**src/rtl/uart_pkg.sv**
```systemverilog
// Shared constants for the UART transmitter: FSM state codes, default baud divisor, frame length.
// Frame length depends on the UART_TX_PARITY_EN macro (8E1 when defined, 8N1 otherwise).
package uart_pkg;

  localparam int unsigned CLKDIV_DEFAULT = 104;

  localparam logic [2:0] ST_IDLE   = 3'd0;
  localparam logic [2:0] ST_START  = 3'd1;
  localparam logic [2:0] ST_DATA   = 3'd2;
  localparam logic [2:0] ST_STOP   = 3'd3;
`ifdef UART_TX_PARITY_EN
  localparam logic [2:0] ST_PARITY = 3'd4;
  localparam int unsigned FRAME_BITS = 11;
`else
  localparam int unsigned FRAME_BITS = 10;
`endif

  function automatic int unsigned frame_cycles(input int unsigned clkdiv);
    return FRAME_BITS * clkdiv;
  endfunction

endpackage

```
**src/rtl/uart_tx_if.sv**
```systemverilog
// Byte stream into the UART transmitter: valid/ready handshake with an 8-bit payload.
interface uart_tx_if;

  logic       in_valid;
  logic       in_ready;
  logic [7:0] in_data;

  modport master (output in_valid, output in_data, input  in_ready);
  modport slave  (input  in_valid, input  in_data, output in_ready);

endinterface

```
**src/rtl/uart_fifo.sv**
```systemverilog
// Synchronous byte FIFO, power-of-two depth; extra pointer MSB tells full from empty.
module uart_fifo #(
  parameter  int unsigned DEPTH = 16,
  localparam int unsigned AW    = $clog2(DEPTH)
) (
  input  logic        clk,
  input  logic        resetn,
  input  logic        push,
  input  logic [7:0]  push_data,
  input  logic        pop,
  output logic [7:0]  pop_data,
  output logic        full,
  output logic        empty,
  output logic [AW:0] level
);

  logic [AW:0] wr_ptr_q, rd_ptr_q;
  logic [7:0]  mem_q [DEPTH];
  logic        do_push, do_pop;

  assign full     = (wr_ptr_q[AW] != rd_ptr_q[AW]) && (wr_ptr_q[AW-1:0] == rd_ptr_q[AW-1:0]);
  assign empty    = (wr_ptr_q == rd_ptr_q);
  assign level    = wr_ptr_q - rd_ptr_q;
  assign do_push  = push && !full;
  assign do_pop   = pop && !empty;
  assign pop_data = mem_q[rd_ptr_q[AW-1:0]];

  always_ff @(posedge clk or negedge resetn) begin
    if (!resetn) begin
      wr_ptr_q <= '0;
      rd_ptr_q <= '0;
    end else begin
      // NOTE: non-blocking assignments keep every register update tied to the same edge.
      if (do_push) wr_ptr_q <= wr_ptr_q + 1'b1;
      if (do_pop)  rd_ptr_q <= rd_ptr_q + 1'b1;
    end
  end

  // NOTE: storage is not reset; only the pointers define which entries are valid.
  always_ff @(posedge clk) begin
    if (do_push) mem_q[wr_ptr_q[AW-1:0]] <= push_data;
  end

endmodule

```
**src/rtl/uart_tx.sv**
```systemverilog
// UART transmitter: FIFO-fed, LSB-first, CLKDIV clocks per bit, registered ser_tx.
// Define UART_TX_PARITY_EN for 8E1 framing (even parity bit after the data); default is 8N1.
module uart_tx
  import uart_pkg::*;
#(
  parameter  int unsigned CLKDIV     = CLKDIV_DEFAULT,
  parameter  int unsigned FIFO_DEPTH = 16,
  localparam int unsigned LW         = $clog2(FIFO_DEPTH + 1)
) (
  input  logic          clk,
  input  logic          resetn,
  uart_tx_if.slave      in_if,
  output logic          ser_tx,
  output logic          busy,
  output logic [LW-1:0] fifo_level
);

  localparam logic [15:0] BAUD_LOAD = 16'(CLKDIV - 1);

  logic [2:0]  state_q, state_d;
  logic [15:0] baud_q, baud_d;
  logic [2:0]  bit_cnt_q, bit_cnt_d;
  logic [7:0]  shift_q, shift_d;
  logic        ser_tx_q, ser_tx_d;
`ifdef UART_TX_PARITY_EN
  logic        par_q, par_d;
`endif

  logic        fifo_full, fifo_empty, fifo_pop, start_frame, baud_tick;
  logic [7:0]  fifo_data;

  uart_fifo #(.DEPTH(FIFO_DEPTH)) u_fifo (
    .clk       (clk),
    .resetn    (resetn),
    .push      (in_if.in_valid),
    .push_data (in_if.in_data),
    .pop       (fifo_pop),
    .pop_data  (fifo_data),
    .full      (fifo_full),
    .empty     (fifo_empty),
    .level     (fifo_level)
  );

  assign in_if.in_ready = !fifo_full;
  assign busy           = (state_q != ST_IDLE) || !fifo_empty;
  assign ser_tx         = ser_tx_q;
  assign baud_tick      = (baud_q == 16'd0);

  always_comb begin
    // NOTE: every output of this block gets a default first, so no path can infer a latch.
    state_d     = state_q;
    baud_d      = baud_q;
    bit_cnt_d   = bit_cnt_q;
    shift_d     = shift_q;
    ser_tx_d    = ser_tx_q;
    start_frame = 1'b0;
    fifo_pop    = 1'b0;
`ifdef UART_TX_PARITY_EN
    par_d       = par_q;
`endif

    case (state_q)
      ST_IDLE: start_frame = !fifo_empty;
      ST_START: begin
        if (baud_tick) begin
          state_d  = ST_DATA;
          ser_tx_d = shift_q[0];
          shift_d  = {1'b0, shift_q[7:1]};
          baud_d   = BAUD_LOAD;
        end else begin
          baud_d = baud_q - 16'd1;
        end
      end
      ST_DATA: begin
        if (baud_tick) begin
          baud_d = BAUD_LOAD;
          if (bit_cnt_q == 3'd7) begin
`ifdef UART_TX_PARITY_EN
            state_d  = ST_PARITY;
            ser_tx_d = par_q;
`else
            state_d  = ST_STOP;
            ser_tx_d = 1'b1;
`endif
          end else begin
            bit_cnt_d = bit_cnt_q + 3'd1;
            ser_tx_d  = shift_q[0];
            shift_d   = {1'b0, shift_q[7:1]};
          end
        end else begin
          baud_d = baud_q - 16'd1;
        end
      end
`ifdef UART_TX_PARITY_EN
      ST_PARITY: begin
        if (baud_tick) begin
          state_d  = ST_STOP;
          ser_tx_d = 1'b1;
          baud_d   = BAUD_LOAD;
        end else begin
          baud_d = baud_q - 16'd1;
        end
      end
`endif
      ST_STOP: begin
        if (baud_tick) begin
          // Chain straight into the next start bit so queued frames run without a gap.
          if (!fifo_empty) start_frame = 1'b1;
          else             state_d     = ST_IDLE;
        end else begin
          baud_d = baud_q - 16'd1;
        end
      end
      default: begin
        state_d  = ST_IDLE;
        ser_tx_d = 1'b1;
      end
    endcase

    if (start_frame) begin
      fifo_pop  = 1'b1;
      shift_d   = fifo_data;
      state_d   = ST_START;
      ser_tx_d  = 1'b0;
      baud_d    = BAUD_LOAD;
      bit_cnt_d = 3'd0;
`ifdef UART_TX_PARITY_EN
      par_d     = ^fifo_data;
`endif
    end
  end

  always_ff @(posedge clk or negedge resetn) begin
    if (!resetn) begin
      state_q   <= ST_IDLE;
      baud_q    <= '0;
      bit_cnt_q <= '0;
      shift_q   <= '0;
      ser_tx_q  <= 1'b1;
`ifdef UART_TX_PARITY_EN
      par_q     <= 1'b0;
`endif
    end else begin
      state_q   <= state_d;
      baud_q    <= baud_d;
      bit_cnt_q <= bit_cnt_d;
      shift_q   <= shift_d;
      ser_tx_q  <= ser_tx_d;
`ifdef UART_TX_PARITY_EN
      par_q     <= par_d;
`endif
    end
  end

endmodule

```
**src/flat_wrapper.sv**
```systemverilog
// flat-port wrapper written by rule: the top's interface ports become plain ports
module uart_tx_flat import uart_pkg::*;
#(
  parameter  int unsigned CLKDIV     = CLKDIV_DEFAULT,
  parameter  int unsigned FIFO_DEPTH = 16,
  localparam int unsigned LW         = $clog2(FIFO_DEPTH + 1)
)
  (clk, resetn, ser_tx, busy, fifo_level, in_if_in_valid, in_if_in_data, in_if_in_ready);
  uart_tx_if in_if_i ();
  input  logic clk;
  input  logic resetn;
  output logic ser_tx;
  output logic busy;
  output logic [LW-1:0] fifo_level;
  input wire logic [$bits(in_if_i.in_valid)-1:0] in_if_in_valid;
  input wire logic [$bits(in_if_i.in_data)-1:0] in_if_in_data;
  output wire logic [$bits(in_if_i.in_ready)-1:0] in_if_in_ready;
  assign in_if_i.in_valid = in_if_in_valid;
  assign in_if_i.in_data = in_if_in_data;
  assign in_if_in_ready = in_if_i.in_ready;
  uart_tx #(.CLKDIV(CLKDIV), .FIFO_DEPTH(FIFO_DEPTH)) u_core (.clk(clk), .resetn(resetn), .in_if(in_if_i), .ser_tx(ser_tx), .busy(busy), .fifo_level(fifo_level));
endmodule
```
**config.mk**
```make
export PLATFORM = sky130hd
export DESIGN_NAME = uart_tx_flat
export DESIGN_NICKNAME = d
export VERILOG_FILES = /design/src/rtl/uart_pkg.sv /design/src/rtl/uart_tx_if.sv /design/src/rtl/uart_fifo.sv /design/src/rtl/uart_tx.sv /design/src/flat_wrapper.sv
export SDC_FILE = /design/constraint.sdc
export NUM_CORES = 1
export LEC_CHECK = 0
export BUFFER_PORTS_ARGS = -buffer_cell sky130_fd_sc_hd__buf_2
export CORE_MARGIN = 2
export CORE_UTILIZATION = 56
export DETAILED_ROUTE_END_ITERATION = 10
export PLACE_DENSITY = 0.86
export SYNTH_ARGS = -nofsm -noshare
export SYNTH_HDL_FRONTEND = slang
export SYNTH_SLANG_ARGS = --single-unit
```
**constraint.sdc**
```tcl
create_clock -name clk -period 3.19 [get_ports clk]
set_clock_uncertainty 0.05 [all_clocks]
set_input_delay 0.319 -clock clk [delete_from_list [all_inputs] [get_ports clk]]
set_output_delay 0.319 -clock clk [all_outputs]
set_load 0.02 [all_outputs]
```
==> run summary <==
Post-Route WL -> 15,300 um
Syn-to-layout area delta -> 13.4%
CP Capture Type -> flip-flop
synthesis-stage register bit count -> 168
Syn Inst Count -> 459
Peak VDD IR -> 0.548 mV
first-pass GRT wire length -> 24,200 um
total die area -> 13,900 um^2
Syn Nets -> 487
Synth area leaders -> edfxtp_1 53%, dfrtp_1 13%, mux4_2 10%, ha_1 2.8%, a22oi_1 1.6%
post-route cell area -> 8220 um^2
Die Wd -> 118 um
remaining antenna violation count -> 0
Lkg Pwr -> 0.00307 uW
Seq/Total Area, Yosys -> 0.669
clk buf depth -> 2
worst slack at placement -> 398 ps
pwr/cell area -> 674 nW/um^2
post-DP HPWL -> 9580 um
critical path required time -> 3460 ps
Nets -> 519
vias in the first global route -> 4,297
Max Cap Violations -> 0
Clock Pin Slew Worst Setup and Hold Paths -> 70 ps
Slew @ Worst Pin -> 1170 ps
Clock Sinks -> 168
Via Count -> 4,282
largest net degree at the start of global routing -> 41
GRT Overall Usage -> 0.238
Detailed Route Iter0 Violations -> 564
I/O Pins -> 19
worst hold-check path type -> input pin to flip-flop
period utilization -> 0.896
initial antenna violation count -> 0
CP Launch Type -> flip-flop
crit path DAT -> 3130 ps
yosys warns -> 0
post-synthesis cell type count -> 47
Post-Syn Area -> 7250 um^2
fmax -> 350 MHz
DRC viols -> 0
Final Setup Violations -> 0
Placeable Area -> 12,600 um^2
Pre-antenna DRT Iters -> 5
Ant. Diodes -> 0
layout cells sized above 1 -> 0.212
total number of H-tree levels -> 4
top-count cell post-synth -> edfxtp_1
Slew Viols, Final -> 0
num rows -> 41
total grt overflow -> 0
Synth top area share -> 0.530
fillers -> 846
status -> completed
Worst slew margin -> 0.219
DP Area -> 7590 um^2
Post-synth EDFFs -> 128
post-DR wirelength/cell -> 22.6 um
Clk Latency, worst-skew pair -> 440 ps
final hold viol count -> 0
Tmin final -> 2860 ps
Starting Density -> 0.574
RSZ-0062 raised after global routing -> no
Die Y -> 118 um
total power -> 5540 uW
number of gates resized after cts -> 0
CTS tree -> yes
number of buffers created by CTS -> 17
most instantiated cells after synthesis -> 128 x edfxtp_1, 39 x dfrtp_1, 33 x mux4_2
CP max FO -> 15
ys async rst share -> 0.238
Via density -> 6.33
PortBufs -> 18
Post-Syn Area per Cell -> 15.8 um^2
Synth Flop Type -> edfxtp_1
Synth area leader -> edfxtp_1
CTS root buf -> clkbuf_16
final worst slack -> 333 ps
Setup CP Type -> flip-flop to flip-flop
routability cong. -> 0.864
[kinds of logic after synthesis]
group	after synthesis	share of synthesized area
DFF	168	0.669
and+or+nand+nor	110	0.0799
AOI/OAI and AO/OA	72	0.0739
buffers and inverters	41	0.0221
muxes	37	0.108
adders and majority gates	17	0.0304
xor gates and xnor gates	14	0.0169
[sequential cells by signal (all words and copies together), names as in the netlist]
name	count
u_core.baud_q	16
u_core.ser_tx	1
u_core.u_fifo.wr_ptr_q	5
u_core.shift_q	8
u_core.bit_cnt_q	3
u_core.state_q	2
u_core.u_fifo.rd_ptr_q	5
u_core.u_fifo.mem_q	128
[per-stage QoR]
step,std cells,hold WS [ps],utilization,TNS (ps)
floorplan,459,-26.6,-,-3060
global placement,643,424,0.602,0
detailed placement,643,434,0.602,0
CTS,676,210,0.651,0
global route,676,230,0.651,0
finish,676,219,0.651,0
[cells in the final DEF (no fill, tap or decap), drive strengths merged, types with 13 or more instances in the layout]
cell / n
ha: 16
dfrtp: 39
a22oi: 15
edfxtp: 128
nand2: 17
nor3: 13
inv: 27
nor2: 27
clkbuf: 17
buf: 33
mux4: 33
[routing by layer]
layer	vias up	part of all wire	track usage	wire length (um)
met2	166	0.52	0.391	7960
met1	2205	0.39	0.309	6020
met5	-	0	0	0
li1	1880	-	-	-
met3	31	0.060	0.0581	916
met4	0	0.025	0.0919	377
[worst max-delay path: stages, from the launching register on]
cell and delay, ps:
dfrtp_1 390, inv_1 60, ha_1 240, nor4b_1 200
and4_1 230, a21oi_1 920, nor2_1 80, buf_4 240
a221o_1 330
[what timing repair did]
item | CTS | global route
buffers inserted | 0 | 0
hold buffers | 1 | 0
endpoints found under the setup margin | 0 | 0
hold endpoints to repair | 39 | 0
[worst paths after layout]
path	start	end	slack, ps	cells after the start
worst max-delay path	u_core.baud_q[0]$_DFFE_PN0P_	u_core.shift_q[6]$_DFFE_PN0P_	330	8
worst min-delay path	in_if_in_data[4]	u_core.u_fifo.mem_q[13][4]$_DFFE_PP_	220	1
worst max register to register	u_core.baud_q[0]$_DFFE_PN0P_	u_core.shift_q[6]$_DFFE_PN0P_	330	8
worst min register to register	u_core.u_fifo.rd_ptr_q[4]$_DFFE_PN0P_	u_core.u_fifo.rd_ptr_q[4]$_DFFE_PN0P_	440	1
max in group asynchronous	resetn	u_core.u_fifo.rd_ptr_q[0]$_DFFE_PN0P_	2000	2
min in group asynchronous	resetn	u_core.baud_q[11]$_DFFE_PN0P_	480	2
[area by class of cell]
cell class / count / area, um^2 / area share
repair buffers: 34 / 225 / 0.0274
inverters: 20 / 75.1 / 0.00914
clock inverters: 15 / 188 / 0.0228
clock buffers: 17 / 425 / 0.0518
multi-input cells: 250 / 2240 / 0.273
flip-flops and latches: 168 / 4850 / 0.590
well taps: 172 / 215 / 0.0262
[power breakdown]
group	internal, uW	total [uW]	switching [uW]
clock	1190	2120	930
combinational	268	753	485
sequential	2550	2670	113
total	4010	5540	1530
Power figures use the tool's default switching activity.
